===== src/rtl/pow5_root_iter.sv =====
// Integer fifth root floor(x^(1/5)) of a 5*W-bit operand: restoring, MSB first, one shared W x 5W multiplier.
// Latency 6*W cycles accept-to-result; in_ready only in IDLE; the result holds until out_ready.
module pow5_root_iter #(
    parameter int W = 8
) (
    input  logic             clk,
    input  logic             rst,
    input  logic             in_valid,
    output logic             in_ready,
    input  logic [5*W-1:0]   in_data,
    output logic             out_valid,
    input  logic             out_ready,
    output logic [W-1:0]     out_root,
    output logic             out_exact
);

    localparam int XW = 5 * W;
    localparam int BW = $clog2(W);

    localparam logic [2:0] S_IDLE = 3'd0;
    localparam logic [2:0] S_LOAD = 3'd1;
    localparam logic [2:0] S_MUL  = 3'd2;
    localparam logic [2:0] S_CMP  = 3'd3;
    localparam logic [2:0] S_DONE = 3'd4;

    generate
        if ((W < 2) || (W > 8)) begin : g_bad_w
            $error("pow5_root_iter: W must be in 2..8");
        end
    endgenerate

    logic [2:0]    state_q,     state_d;
    logic [XW-1:0] x_q,         x_d;
    logic [XW-1:0] acc_q,       acc_d;
    logic [XW-1:0] best_q,      best_d;
    logic [W-1:0]  root_q,      root_d;
    logic [W-1:0]  trial_q,     trial_d;
    logic [BW-1:0] b_q,         b_d;
    logic [1:0]    mcnt_q,      mcnt_d;
    logic [W-1:0]  out_root_q,  out_root_d;
    logic          out_exact_q, out_exact_d;

    logic [XW-1:0] prod;
    logic          take;
    logic [W-1:0]  root_nxt;
    logic [XW-1:0] best_nxt;

    // trial < 2^W, so trial^5 never exceeds XW bits and truncation is lossless
    assign prod     = acc_q * {{(XW-W){1'b0}}, trial_q};
    assign take     = (acc_q <= x_q);
    assign root_nxt = take ? trial_q : root_q;
    assign best_nxt = take ? acc_q : best_q;

    always_comb begin
        state_d     = state_q;
        x_d         = x_q;
        acc_d       = acc_q;
        best_d      = best_q;
        root_d      = root_q;
        trial_d     = trial_q;
        b_d         = b_q;
        mcnt_d      = mcnt_q;
        out_root_d  = out_root_q;
        out_exact_d = out_exact_q;

        case (state_q)
            S_IDLE: begin
                if (in_valid) begin
                    x_d     = in_data;
                    root_d  = '0;
                    best_d  = '0;
                    b_d     = BW'(W - 1);
                    state_d = S_LOAD;
                end
            end
            S_LOAD: begin
                trial_d = root_q | (W'(1) << b_q);
                acc_d   = {{(XW-W){1'b0}}, root_q | (W'(1) << b_q)};
                mcnt_d  = '0;
                state_d = S_MUL;
            end
            S_MUL: begin
                acc_d  = prod;
                mcnt_d = mcnt_q + 2'd1;
                if (mcnt_q == 2'd3) begin
                    state_d = S_CMP;
                end
            end
            S_CMP: begin
                root_d = root_nxt;
                best_d = best_nxt;
                if (b_q == '0) begin
                    out_root_d  = root_nxt;
                    out_exact_d = (best_nxt == x_q);
                    state_d     = S_DONE;
                end else begin
                    b_d     = b_q - 1'b1;
                    state_d = S_LOAD;
                end
            end
            S_DONE: begin
                if (out_ready) begin
                    state_d = S_IDLE;
                end
            end
            default: begin
                state_d = S_IDLE;
            end
        endcase
    end

    always_ff @(posedge clk) begin
        if (rst) begin
            state_q     <= S_IDLE;
            x_q         <= '0;
            acc_q       <= '0;
            best_q      <= '0;
            root_q      <= '0;
            trial_q     <= '0;
            b_q         <= '0;
            mcnt_q      <= '0;
            out_root_q  <= '0;
            out_exact_q <= 1'b0;
        end else begin
            state_q     <= state_d;
            x_q         <= x_d;
            acc_q       <= acc_d;
            best_q      <= best_d;
            root_q      <= root_d;
            trial_q     <= trial_d;
            b_q         <= b_d;
            mcnt_q      <= mcnt_d;
            out_root_q  <= out_root_d;
            out_exact_q <= out_exact_d;
        end
    end

    assign in_ready  = (state_q == S_IDLE);
    assign out_valid = (state_q == S_DONE);
    assign out_root  = out_root_q;
    assign out_exact = out_exact_q;

endmodule

===== config.mk =====
export PLATFORM = sky130hd
export DESIGN_NAME = pow5_root_iter
export DESIGN_NICKNAME = d
export VERILOG_FILES = /design/src/rtl/pow5_root_iter.sv
export SDC_FILE = /design/constraint.sdc
export NUM_CORES = 1
export LEC_CHECK = 0
export CAP_MARGIN = 10
export CORE_ASPECT_RATIO = 1.25
export CORE_MARGIN = 1.5
export CORE_UTILIZATION = 25
export CTS_CLUSTER_SIZE = 25
export DETAILED_ROUTE_END_ITERATION = 12
export SLEW_MARGIN = 20
export SYNTH_ARGS = -nofsm -noshare
export SYNTH_HDL_FRONTEND = slang
export SYNTH_SLANG_ARGS = --single-unit

===== constraint.sdc =====
create_clock -name clk -period 8.66 [get_ports clk]
set_clock_uncertainty 0.2 [all_clocks]
set_input_delay 1.299 -clock clk [delete_from_list [all_inputs] [get_ports clk]]
set_output_delay 1.299 -clock clk [all_outputs]
set_load 0.005 [all_outputs]

Yosys cells after proc, flatten, opt, wreduce, memory -nomap -nowiden. Index checks and enable logic that the tools add are counted. W data, S select, Z words.

Flip-flop bits (word level): 153. Bits in latches: 0. Memory bits (writable): 0. ROM bits: 0. Input bits: 44. Output and inout port bits: 11. Logic and storage cells: 51. Memories: 0.

$add $sub $neg: 2. $mul: 1. Divide/modulo/power cells: 0. $lt $le $gt $ge: 1. Equal/unequal tests: 10. Shift-type cells: 1. Multiplexer cells: 16. Bitwise logic cells: 1. Reduce and logical (&&, ||, !) cells: 9.

Operator list (count): $pmux W40 S2 (2); $mux W40 (2); $eq A40 B40 Y1 (1); $le A40 B40 Y1 (1); $mul A40 B8 Y40 (1); $mux W3 (6); $mux W8 (2); $pmux W8 S2 (1); $pmux W3 S5 (1); $or A8 B8 Y8 (1); $shl A1 B3 Y8 const A (1); $eq A3 B2 Y1 const B (2); $logic_not A3 Y1 (2); $ne A2 B2 Y1 const B (3); $pmux W3 S2 (1); $reduce_and A2 Y1 (3); $reduce_and A3 Y1 (2); $pmux W2 S2 (1); $reduce_bool A2 Y1 (2); $eq A3 B1 Y1 const B (1); $eq A3 B3 Y1 const B (1); $sub A3 B1 Y3 const B (1); $add A2 B1 Y2 const B (1); $eq A2 B2 Y1 const B (1); $ne A2 B1 Y1 const B (1).

Logic depth before layout (Yosys ltp). Gate-level depths: netlist of the first run.

Depth after elaboration: 3. Mapped depth: 22. Mapped depth without buffers: 20.

Worst setup path before layout of the first run. No wires, ideal clock.

Kind: reg2reg. Start: reg trial_q[6]. End: reg acc_q[38]. Setup time: 122 ps. Arrival: 5019 ps. Required time: 8338 ps. Path slack: 3319 ps. Stages on the path, launching flop included: 22. Path buffers: 3. Clock period less this slack: 5341 ps. Path through: dfxtp_1 -> clkbuf_1 -> clkbuf_1 -> and2_1 -> fa_1 -> fa_1 -> fa_1 -> inv_1 -> fa_1 -> inv_1 -> ha_1 -> clkbuf_1 -> a21o_1 -> a21oi_1 -> nor2b_1 -> o21a_1 -> nor3_1 -> o21ai_1 -> a221oi_2 -> o21ai_1 -> mux2_1 -> a221o_1.

Cells in the longest elaborated chain, start to end: 2.

RTL lines: start: declaration (RTL line 37) `logic [W-1:0] trial_q, trial_d;`; start signal: assignment (RTL line 130) `trial_q <= trial_d;`; $mul A40 B8 Y40 (RTL line 49) `assign prod = acc_q * {{(XW-W){1'b0}}, trial_q};`; $pmux W40 S2 (RTL line 66) `case (state_q)`; end signal: assignment (RTL line 116) `acc_q <= '0;`; end signal: assignment (RTL line 127) `acc_q <= acc_d;`; end: declaration (RTL line 34) `logic [XW-1:0] acc_q, acc_d;`.

Every way passes these cells. A chain may end at the register's enable or synchronous reset.

Worst setup path after layout of the first run.
Start: reg trial_q[6]. End: reg acc_q[39].

The elaborated chain is that of the path after synthesis.

==> results of run 1 <==
==> layout by cell type, fill, tap and decap left out, drive strengths merged, types with 24 or more instances in the layout <==
master	count
xor2	24
and2	236
dfxtp	153
ha	94
xnor2	51
nor2	85
nand2	224
clkdlybuf4s50	53
o21ai	46
a21oi	149
inv	230
fa	204
nand3	75
==> worst max-delay path, delay by kind of cell, from the launching register on <==
family | cells | cell delay [ns]
DFF | 1 | 0.90
adders and majority gates | 5 | 2.31
AOI/OAI and AO/OA | 8 | 2.06
buffers and inverters | 3 | 0.14
and+or+nand+nor | 3 | 0.43
==> sequential cells by signal, indices dropped and copies added, names as in the netlist, 2 cells and up <==
| register | flops |
|---|---|
| out_root | 8 |
| root_q | 8 |
| state_q | 3 |
| trial_q | 8 |
| b_q | 3 |
| best_q | 40 |
| acc_q | 40 |
| mcnt_q | 2 |
| x_q | 40 |
==> routing by layer <==
metal | part of all wire (%) | wire (um)
met3 | 4.0 | 1970
met2 | 51 | 25300
met5 | 0 | 0
met1 | 41 | 20200
met4 | 4.5 | 2240
==> stage by stage <==
step,power [uW],util [%],instances,worst slack (ns)
final,1900,28.2,2773,2.51
after floorplan,960,-,1951,3.32
after global routing,1960,28.2,2772,2.15
after detailed placement,1090,27.3,2741,2.60
after CTS,1910,28.2,2772,2.55
after global placement,1090,27.3,2741,2.57
==> cell type report <==
cell class / count / area (sq um) / area share (%)
Clock inverter: 14 / 190 / 1.05
Antenna cell: 1 / 2.50 / 0.0138
Tap cell: 848 / 1060 / 5.83
Timing Repair Buffer: 73 / 681 / 3.74
Clock buffer: 17 / 425 / 2.34
Sequential cell: 153 / 3060 / 16.8
Inverter: 225 / 845 / 4.64
Multi-Input combinational cell: 1442 / 11900 / 65.6
==> cell usage after synthesis, drive strengths merged (5+ instances only) <==
cell type	count	area share, %
and2	236	9.1
inv	225	5.2
nand2	224	5.2
fa	204	25
dfxtp	153	19
a21oi	149	4.6
clkbuf	120	2.8
ha	94	7.2
nor2	85	2.0
nand3	75	2.3
xnor2	51	2.7
o21ai	46	1.4
xor2	24	1.3
a211oi	22	1.0
a21o	22	1.0
a22oi	19	0.87
nor3	18	0.58
mux2i	17	1.0
a22o	14	0.75
nand4	14	0.54
a221oi	11	0.63
buf	11	0.35
o21a	10	0.46
nor4	9	0.35
a31oi	8	0.40
nor2b	8	0.31
o211ai	8	0.37
and4	7	0.39
nand2b	6	0.23
and3	5	0.19
==> cells by family (layout without fill, tap and decap cells) <==
family	after synthesis	count (layout)	synth area share [%]
buf+inv	356	329	8.30
fa+ha+maj	298	298	32.3
xor+xnor	75	75	4.03
compound gates	348	348	13.7
mux	20	20	1.25
flops	153	153	18.8
simple gates	701	701	21.7
other cells	0	1	0
==> path summary, 6_finish.rpt <==
check / end / slack [ns] / cells after the start
hold reg to reg: x_q[18] / 0.26 / 2
hold / removal: x_q[18] / 0.26 / 2
setup reg to reg: acc_q[39] / 2.51 / 19
setup / recovery: acc_q[39] / 2.51 / 19
==> power by group <==
group | switching (uW) | internal [uW]
sequential | 42.3 | 727
combinational | 206 | 100
clock | 361 | 459
total | 610 | 1290
==> impl_metrics.yaml, run 1 <==
floorplanning:
  fp.dieH_um: 289
  die_area_sq_mm: 0.0668
  pin_count: 55
  start_util_pct: 25.3
  die_x_um: 231
  core-area_sq_mm: 0.0644
  rows: 104
detailed_routing:
  dr.pass1.iters: 6
  vias: 13400
  wire_per_inst_um: 17.9
  ant_nets: 0
  via_per_inst: 4.83
  drt_wl_total_mm: 49.6
  route.detailed.drc: 0
  drt_iter0_drc: 723
cells_and_area:
  nets: 2254
  fill_cells: 6964
  area_growth_syn_to_layout_pct: 11.6
  fin_area_sq_mm: 0.0182
  final_layout_size_suffix_gt1_share_pct: 3.64
worst_setup_path:
  r2r_start: "trial_q[6]"
  critical_path.slowest_cell: "dfxtp_1"
  cp_max_fo: 22
  critPathArrivalTime_ns: 6.30
  end_kind: "flip-flop"
  worst-setup-path-type: "reg2reg"
  crit_chain: "nand2_1 -> fa_1 -> fa_1 -> inv_1 -> fa_1 -> inv_1 -> fa_1 -> inv_1 -> ha_1 -> o21ai_1 -> a21oi_1 -> o31a_1 -> o21ai_1 -> o21ai_1 -> a211o_1 -> and2_1 -> a211oi_1 -> nor3_1 -> o41ai_1"
  startpoint_type: "flip-flop"
  crit_path_max_incr_delay_ns: 0.90
  cpMostUsedCell: "fa_1"
  worstPathRequired_ns: 8.81
  crit_start: "trial_q[6]"
logic_synthesis:
  ys_dominant_reg_cell: "dfxtp_1"
  yosys_warnings: 0
  synthArstFlopShare_pct: 0
  ys_seq_area_share_pct: 18.8
  syn_area_sq_mm: 0.0163
  synth_edf_count: 0
  synth_fp_nets: 2293
  ys_types: 71
  ys_ff_latch: 153
  avgSynthCellArea_sq_um: 8.36
  synth_cells: 1951
cts:
  cts_root_buf: "clkbuf_16"
  clkLatencyLatePin_ns: 0.46
  cts_resized: 0
  post-cts-setup-buffer-count: 0
  cts_tree: "built"
  cts.path.max_buffers: 2
  cts_hold_buf: 0
  cts_sinks: 153
  cts_made_buffers: 17
  cts.clk_slew.worst_paths_ns: 0.07
  htreeDepth: 4
grt:
  use_met2_pct: 27.5
  grt_pass1_wl_mm: 78.7
  grtUsageTotal_pct: 15.2
  grt.met3_usage_pct: 1.56
  overflow: 0
  gr-max-usage-layer: "met2"
  antenna_found_initial: 3
  grtUsageMet1_pct: 17.9
  first_global_vias: 14000
  grt_max_degree: 77
placement:
  place_area_sq_mm: 0.0176
  port_buffers: 54
  hpwl_mm: 36.4
  routabilityCongestion: 0.951
hold_path:
  min_path_type: "reg2reg"
  hold_start: "x_q[18]"
sta:
  tightest_slew_ns: 1.14
  setup_viol: 0
  drv_slew: 0
  fin_crit_ns: 6.15
  whs_ns: 0.262
  fin_tns_setup_ns: 0
  max_freq_mhz: 163
  period_share_pct: 71.0
  maxSlewHeadroom_pct: 23.4
  hold_viol_final: 0
  rsz0062_at_grt: "false"
power:
  p_leak_uw: 0.00788
  peakVddDrop_mv: 0.154
  power_density_mw_per_mm2: 104
status:
  status: "completed"
flow_run:
  drv_cap: 0
Note: power is estimated with default switching activity, not from simulation.
==> inputs of run 2 (changes only) <==
==> constraint.sdc (replaced) <==
create_clock -name clk -period 5.7 [get_ports clk]
set_clock_uncertainty 0.2 [all_clocks]
set_input_delay 0.855 -clock clk [delete_from_list [all_inputs] [get_ports clk]]
set_output_delay 0.855 -clock clk [all_outputs]
set_load 0.005 [all_outputs]
==> impl_metrics.yaml, run 2 (same netlist as run 1, synthesis figures left out) <==
sta:
  maxSlewHeadroom_pct: 32.7
  whs_ns: 0.261
  setup_viol: 0
  fin_crit_ns: 5.43
  drv_slew: 0
  max_freq_mhz: 184
  rsz0062_at_grt: "true"
  hold_viol_final: 0
  period_share_pct: 95.2
  tightest_slew_ns: 1.01
worst_setup_path:
  cp_max_fo: 11
  critPathArrivalTime_ns: 5.60
  crit_chain: "buf_4 -> and2_1 -> fa_1 -> fa_1 -> fa_1 -> inv_1 -> fa_1 -> inv_1 -> ha_1 -> nand2_1 -> o211a_1 -> o31ai_1 -> nand2_1 -> o21ai_1 -> a211o_1 -> and2_1 -> a211oi_1 -> o21a_1 -> o41ai_1"
  crit_path_max_incr_delay_ns: 0.51
  startpoint_type: "flip-flop"
  worst-path-stages: 19
  critical_path.slowest_cell: "fa_1"
  crit_buf_inv: 3
  rrSetupSlack_ns: 0.27
  cpMostUsedCell: "fa_1"
  worstPathRequired_ns: 5.87
  end_kind: "flip-flop"
  r2r_cells: 19
  cpLargestDelayFamily: "adder cells"
  worst-setup-path-type: "reg2reg"
detailed_routing:
  drt_wl_total_mm: 49.3
  drt_iter0_drc: 944
  dr.pass1.iters: 7
  ant_nets: 0
  wire_per_inst_um: 17.4
  route.detailed.drc: 0
  via_per_inst: 4.81
  vias: 13600
placement:
  place_area_sq_mm: 0.0181
  place_inst: 2800
  port_buffers: 54
  routabilityCongestion: 0.936
  hpwl_mm: 38.0
cells_and_area:
  area_growth_syn_to_layout_pct: 14.7
  final_common_cell: "and2_1"
  nets: 2313
  fin_util_pct: 29.0
  insertedDiodeCount: 0
  layout.cells.non_filler: 2832
  fin_area_sq_mm: 0.0187
  largestRegisters: "acc_q (40), best_q (40), x_q (40)"
  final_layout_size_suffix_gt1_share_pct: 6.91
  layout_common_cells: "and2_1 (236), inv_1 (224), nand2_1 (223)"
floorplanning:
  core-area_sq_mm: 0.0644
  pin_count: 55
  die_area_sq_mm: 0.0668
  fp.dieH_um: 289
  die_x_um: 231
  start_util_pct: 25.3
  rows: 104
cts:
  clkLatencyLatePin_ns: 0.47
  cts_made_buffers: 17
  cts.path.max_buffers: 2
  cts_root_buf: "clkbuf_16"
  post-cts-setup-buffer-count: 0
  cts.clk_slew.worst_paths_ns: 0.07
  cts_tree: "built"
  cts_sinks: 153
  htreeDepth: 4
grt:
  grt_pass1_wl_mm: 78.7
  overflow: 0
  antenna_found_initial: 0
  first_global_vias: 14200
  grt_max_degree: 85
  grtUsageTotal_pct: 15.2
power:
  total_power_uw: 2870
  p_leak_uw: 0.00823
  peakVddDrop_mv: 0.229
  power_density_mw_per_mm2: 153
hold_path:
  worstHoldPathCells: 2
  min_path_type: "reg2reg"
flow_run:
  drv_cap: 0
status:
  status: "completed"
## run 2: cell count changes in the layout (fill, tap and decap cells not counted), sizes merged
cell      before  now
inv          230  235
buf           20   79
clkinvlp       5    0
diode          1    0
bufinv         3    1
clkinv         1    4
## run 2: layout make-up
class,count,area (sq um)
multi-input cells,1442,11900
fillers,6901,45700
clock inverters,15,175
well taps,848,1060
flip-flops and latches,153,3070
inverters,225,845
repair buffers,132,1190
clock buffers,17,425
## run 2: layer usage
layer	up-vias	routed length, um	track usage (%)
met3	125	2200	1.85
met1	6735	20100	18.0
met5	-	0	0
met4	0	2090	7.16
li1	6375	-	-
met2	381	24900	27.2
## run 2: repair_timing
item,4_1_cts,5_1_grt
setup endpoints to repair,0,4
hold buffers,0,0
gates resized for setup,0,9
## run 2: metrics by stage
stage               TNS, ns  worst slack [ns]
floorplan                 0             0.359
global placement          0             0.199
detailed placement        0             0.145
CTS                       0             0.132
global route        -0.0216           -0.0216
finish                    0             0.271
## run 2: worst paths after layout
kind | startpoint | end
max | trial_q[2] | acc_q[39]
min | x_q[18] | x_q[18]
max reg2reg | trial_q[2] | acc_q[39]
min reg2reg | x_q[18] | x_q[18]
## run 2: power by group
part / switching (uW) / internal (uW)
registers: 53.1 / 1100
clock network: 585 / 629
logic: 325 / 170
## run 2: worst reg2reg max path, stage by stage, from the launching register on
cell and delay (ns):
dfxtp_2 0.36, buf_4 0.18, and2_1 0.18, fa_1 0.51
fa_1 0.51, fa_1 0.50, inv_1 0.05, fa_1 0.47
inv_1 0.04, ha_1 0.32, nand2_1 0.12, o211a_1 0.25
o31ai_1 0.34, nand2_1 0.13, o21ai_1 0.22, a211o_1 0.21
and2_1 0.19, a211oi_1 0.10, o21a_1 0.17, o41ai_1 0.28
==> inputs of run 3 (changes only) <==
--- a/config.mk
+++ b/config.mk
@@ -5,12 +5,15 @@
 export SDC_FILE = /design/constraint.sdc
 export NUM_CORES = 1
 export LEC_CHECK = 0
+export ABC_AREA = 1
 export CAP_MARGIN = 10
 export CORE_ASPECT_RATIO = 1.25
 export CORE_MARGIN = 1.5
 export CORE_UTILIZATION = 25
 export CTS_CLUSTER_SIZE = 25
 export DETAILED_ROUTE_END_ITERATION = 12
+export PLACE_DENSITY_LB_ADDON = 0.3
+export SKIP_CTS_REPAIR_TIMING = 1
 export SLEW_MARGIN = 20
 export SYNTH_ARGS = -nofsm -noshare
 export SYNTH_HDL_FRONTEND = slang
==> impl_metrics.yaml, run 3 <==
logic_synthesis:
  synth_commonest_cells: "nand2_1 (722), inv_1 (575), a21oi_1 (214), fa_1 (204), dfxtp_1 (153)"
  synth_edf_count: 0
  synth_fp_nets: 2884
  ys_types: 42
  synth_area_leaders: "fa_1 (24%), dfxtp_1 (18%), nand2_1 (16%)"
  synth.most_common_cell: "nand2_1"
  yosys_warnings: 0
  avgSynthCellArea_sq_um: 6.76
  syn_area_sq_mm: 0.0172
  synth_top_cell_by_area: "fa_1"
  ys_ff_latch: 153
  ys_dominant_reg_cell: "dfxtp_1"
  ys_seq_area_share_pct: 17.8
  synth_cells: 2542
  synthArstFlopShare_pct: 0
  synth.top_cell.area_share_pct: 23.8
detailed_routing:
  via_per_inst: 4.42
  drt_iter0_drc: 778
  drt_wl_total_mm: 51.8
  dr.pass1.iters: 5
  ant_nets: 0
  vias: 15200
  wire_per_inst_um: 15.1
  route.detailed.drc: 0
sta:
  tightest_slew_ns: 0.951
  setup_viol: 0
  fin_tns_setup_ns: 0
  hold_viol_final: 0
  drv_slew: 0
  fin_crit_ns: 5.44
  period_share_pct: 95.5
  maxSlewHeadroom_pct: 36.5
  rsz0062_at_grt: "false"
  max_freq_mhz: 184
placement:
  routabilityCongestion: 0.848
  port_buffers: 54
  hpwl_mm: 39.6
power:
  power.share.clock_pct: 36.8
  p_leak_uw: 0.0107
  switching_power_uw: 1170
  p_int_uw: 1960
  total_power_uw: 3140
  swShare_pct: 37.4
  peakVddDrop_mv: 0.150
  seq_power_share_pct: 38.2
  combPwrFrac_pct: 25.0
  power_density_mw_per_mm2: 162
floorplanning:
  fp.dieH_um: 296
  pin_count: 55
  rows: 107
  die_x_um: 238
  die_area_sq_mm: 0.0704
  core-area_sq_mm: 0.0681
  start_util_pct: 25.2
grt:
  antenna_found_initial: 0
  overflow: 0
  grtUsageTotal_pct: 15.3
  first_global_vias: 15400
  grt_max_degree: 70
  grt_pass1_wl_mm: 84.3
worst_setup_path:
  r2r_cells: 18
  critical_path.slowest_cell: "fa_1"
  worst-path-stages: 18
  cp_max_fo: 29
  end_kind: "flip-flop"
  cpLargestDelayFamily: "adder cells"
  worstPathRequired_ns: 5.81
  critPathArrivalTime_ns: 5.55
  cpMostUsedCell: "fa_1"
  crit_chain: "buf_12 -> buf_12 -> nand2_1 -> inv_1 -> fa_1 -> fa_1 -> fa_1 -> fa_1 -> ha_1 -> a21oi_1 -> nor2_1 -> a211oi_1 -> o221ai_1 -> a21oi_1 -> nand2_1 -> nor3_1 -> nand3b_1 -> a21oi_1"
  startpoint_type: "flip-flop"
  worst-setup-path-type: "reg2reg"
  crit_path_max_incr_delay_ns: 0.58
  crit_buf_inv: 3
cells_and_area:
  layout_common_cells: "nand2_1 (721), inv_1 (574), a21oi_1 (214)"
  nets: 2888
  insertedDiodeCount: 0
  area_growth_syn_to_layout_pct: 12.7
  multi_input_area_sq_mm: 0.0114
  final_common_cell: "nand2_1"
  final_layout_size_suffix_gt1_share_pct: 5.00
  largestRegisters: "acc_q (40), best_q (40), x_q (40)"
  seq_area_sq_mm: 0.00307
  fill_cells: 7478
cts:
  cts_root_buf: "clkbuf_16"
  cts_sinks: 153
  cts.clk_slew.worst_paths_ns: 0.08
  cts.path.max_buffers: 2
  htreeDepth: 4
  clkLatencyLatePin_ns: 0.48
  cts_made_buffers: 17
  cts_tree: "built"
flow_run:
  drv_cap: 0
status:
  status: "completed"
hold_path:
  worstHoldPathCells: 1
  min_path_type: "reg2reg"
## run 3: cell types whose count changed after synthesis, moves of 45 or more
| cell | before | now |
|---|---|---|
| a21oi_1 | 146 | 214 |
| and2_1 | 236 | 0 |
| inv_1 | 224 | 575 |
| nand2_1 | 224 | 722 |
| nand3_1 | 75 | 135 |
| o21ai_0 | 35 | 106 |
| xnor2_1 | 51 | 6 |
## run 3: area by class of cell
class	count	share of cell area, %
Clock inverter	13	0.568
Timing Repair Buffer	114	5.62
Inverter	577	11.2
Tap cell	872	5.63
Multi-Input combinational cell	1683	58.9
Clock buffer	19	2.29
Sequential cell	153	15.8
## run 3: worst register-to-register path, cell delays in order (launching register included)
cell	delay [ns]
dfxtp_1	0.41
buf_12	0.15
buf_12	0.19
nand2_1	0.10
inv_1	0.09
fa_1	0.45
fa_1	0.58
fa_1	0.45
fa_1	0.48
ha_1	0.42
a21oi_1	0.27
nor2_1	0.08
a211oi_1	0.37
o221ai_1	0.20
a21oi_1	0.29
nand2_1	0.12
nor3_1	0.13
nand3b_1	0.18
a21oi_1	0.09
## run 3: power by group through the flow
stage	sequential [uW]	clock, uW	combinational [uW]
2_1_floorplan	1190	0	506
3_3_place_gp	1220	0	794
3_5_place_dp	1220	0	794
4_1_cts	1200	1190	798
5_1_grt	1210	1220	874
6_report	1200	1150	785
## run 3: logic make-up (layout without fill, tap and decap cells)
group / count (synthesis) / count (layout) / synth area share (%)
multiplexers: 1 / 1 / 0.0655
XOR/XNOR: 17 / 17 / 0.866
adder cells (fa/ha/maj): 298 / 298 / 30.6
flip-flops: 153 / 153 / 17.8
buffers and inverters: 706 / 723 / 15.9
AO/OA/AOI/OAI: 362 / 362 / 11.1
AND/OR/NAND/NOR: 1005 / 1005 / 23.7
## run 3: layer usage
metal	part of all wire (%)	GRT usage, %	up-vias	wire (um)
li1	-	-	7627	-
met1	44	19.0	7232	23000
met2	50	27.6	245	26200
met3	2.7	1.37	60	1370
met4	2.4	5.24	0	1240
met5	0	0	-	0
## run 3: path summary, 6_finish.rpt
| check | start | to | slack, ns |
|---|---|---|---|
| worst max-delay path | trial_q[3] | acc_q[39] | 0.26 |
| worst max register to register | trial_q[3] | acc_q[39] | 0.26 |
| worst min-delay path | mcnt_q[0] | mcnt_q[0] | 0.26 |
| worst min register to register | mcnt_q[0] | mcnt_q[0] | 0.26 |
## run 3: stage by stage
stage | hold WS, ns | cell area, sq um | setup WS, ns | util [%] | std cells
global placement | 0.249 | 18800 | 0.261 | 27.6 | 3399
CTS | 0.265 | 19400 | 0.220 | 28.4 | 3431
global route | 0.281 | 19400 | 0.0194 | 28.4 | 3431
floorplan | 0.229 | 17200 | 0.458 | - | 2542
detailed placement | 0.254 | 18800 | 0.254 | 27.6 | 3399
finish | 0.258 | 19400 | 0.258 | 28.4 | 3431
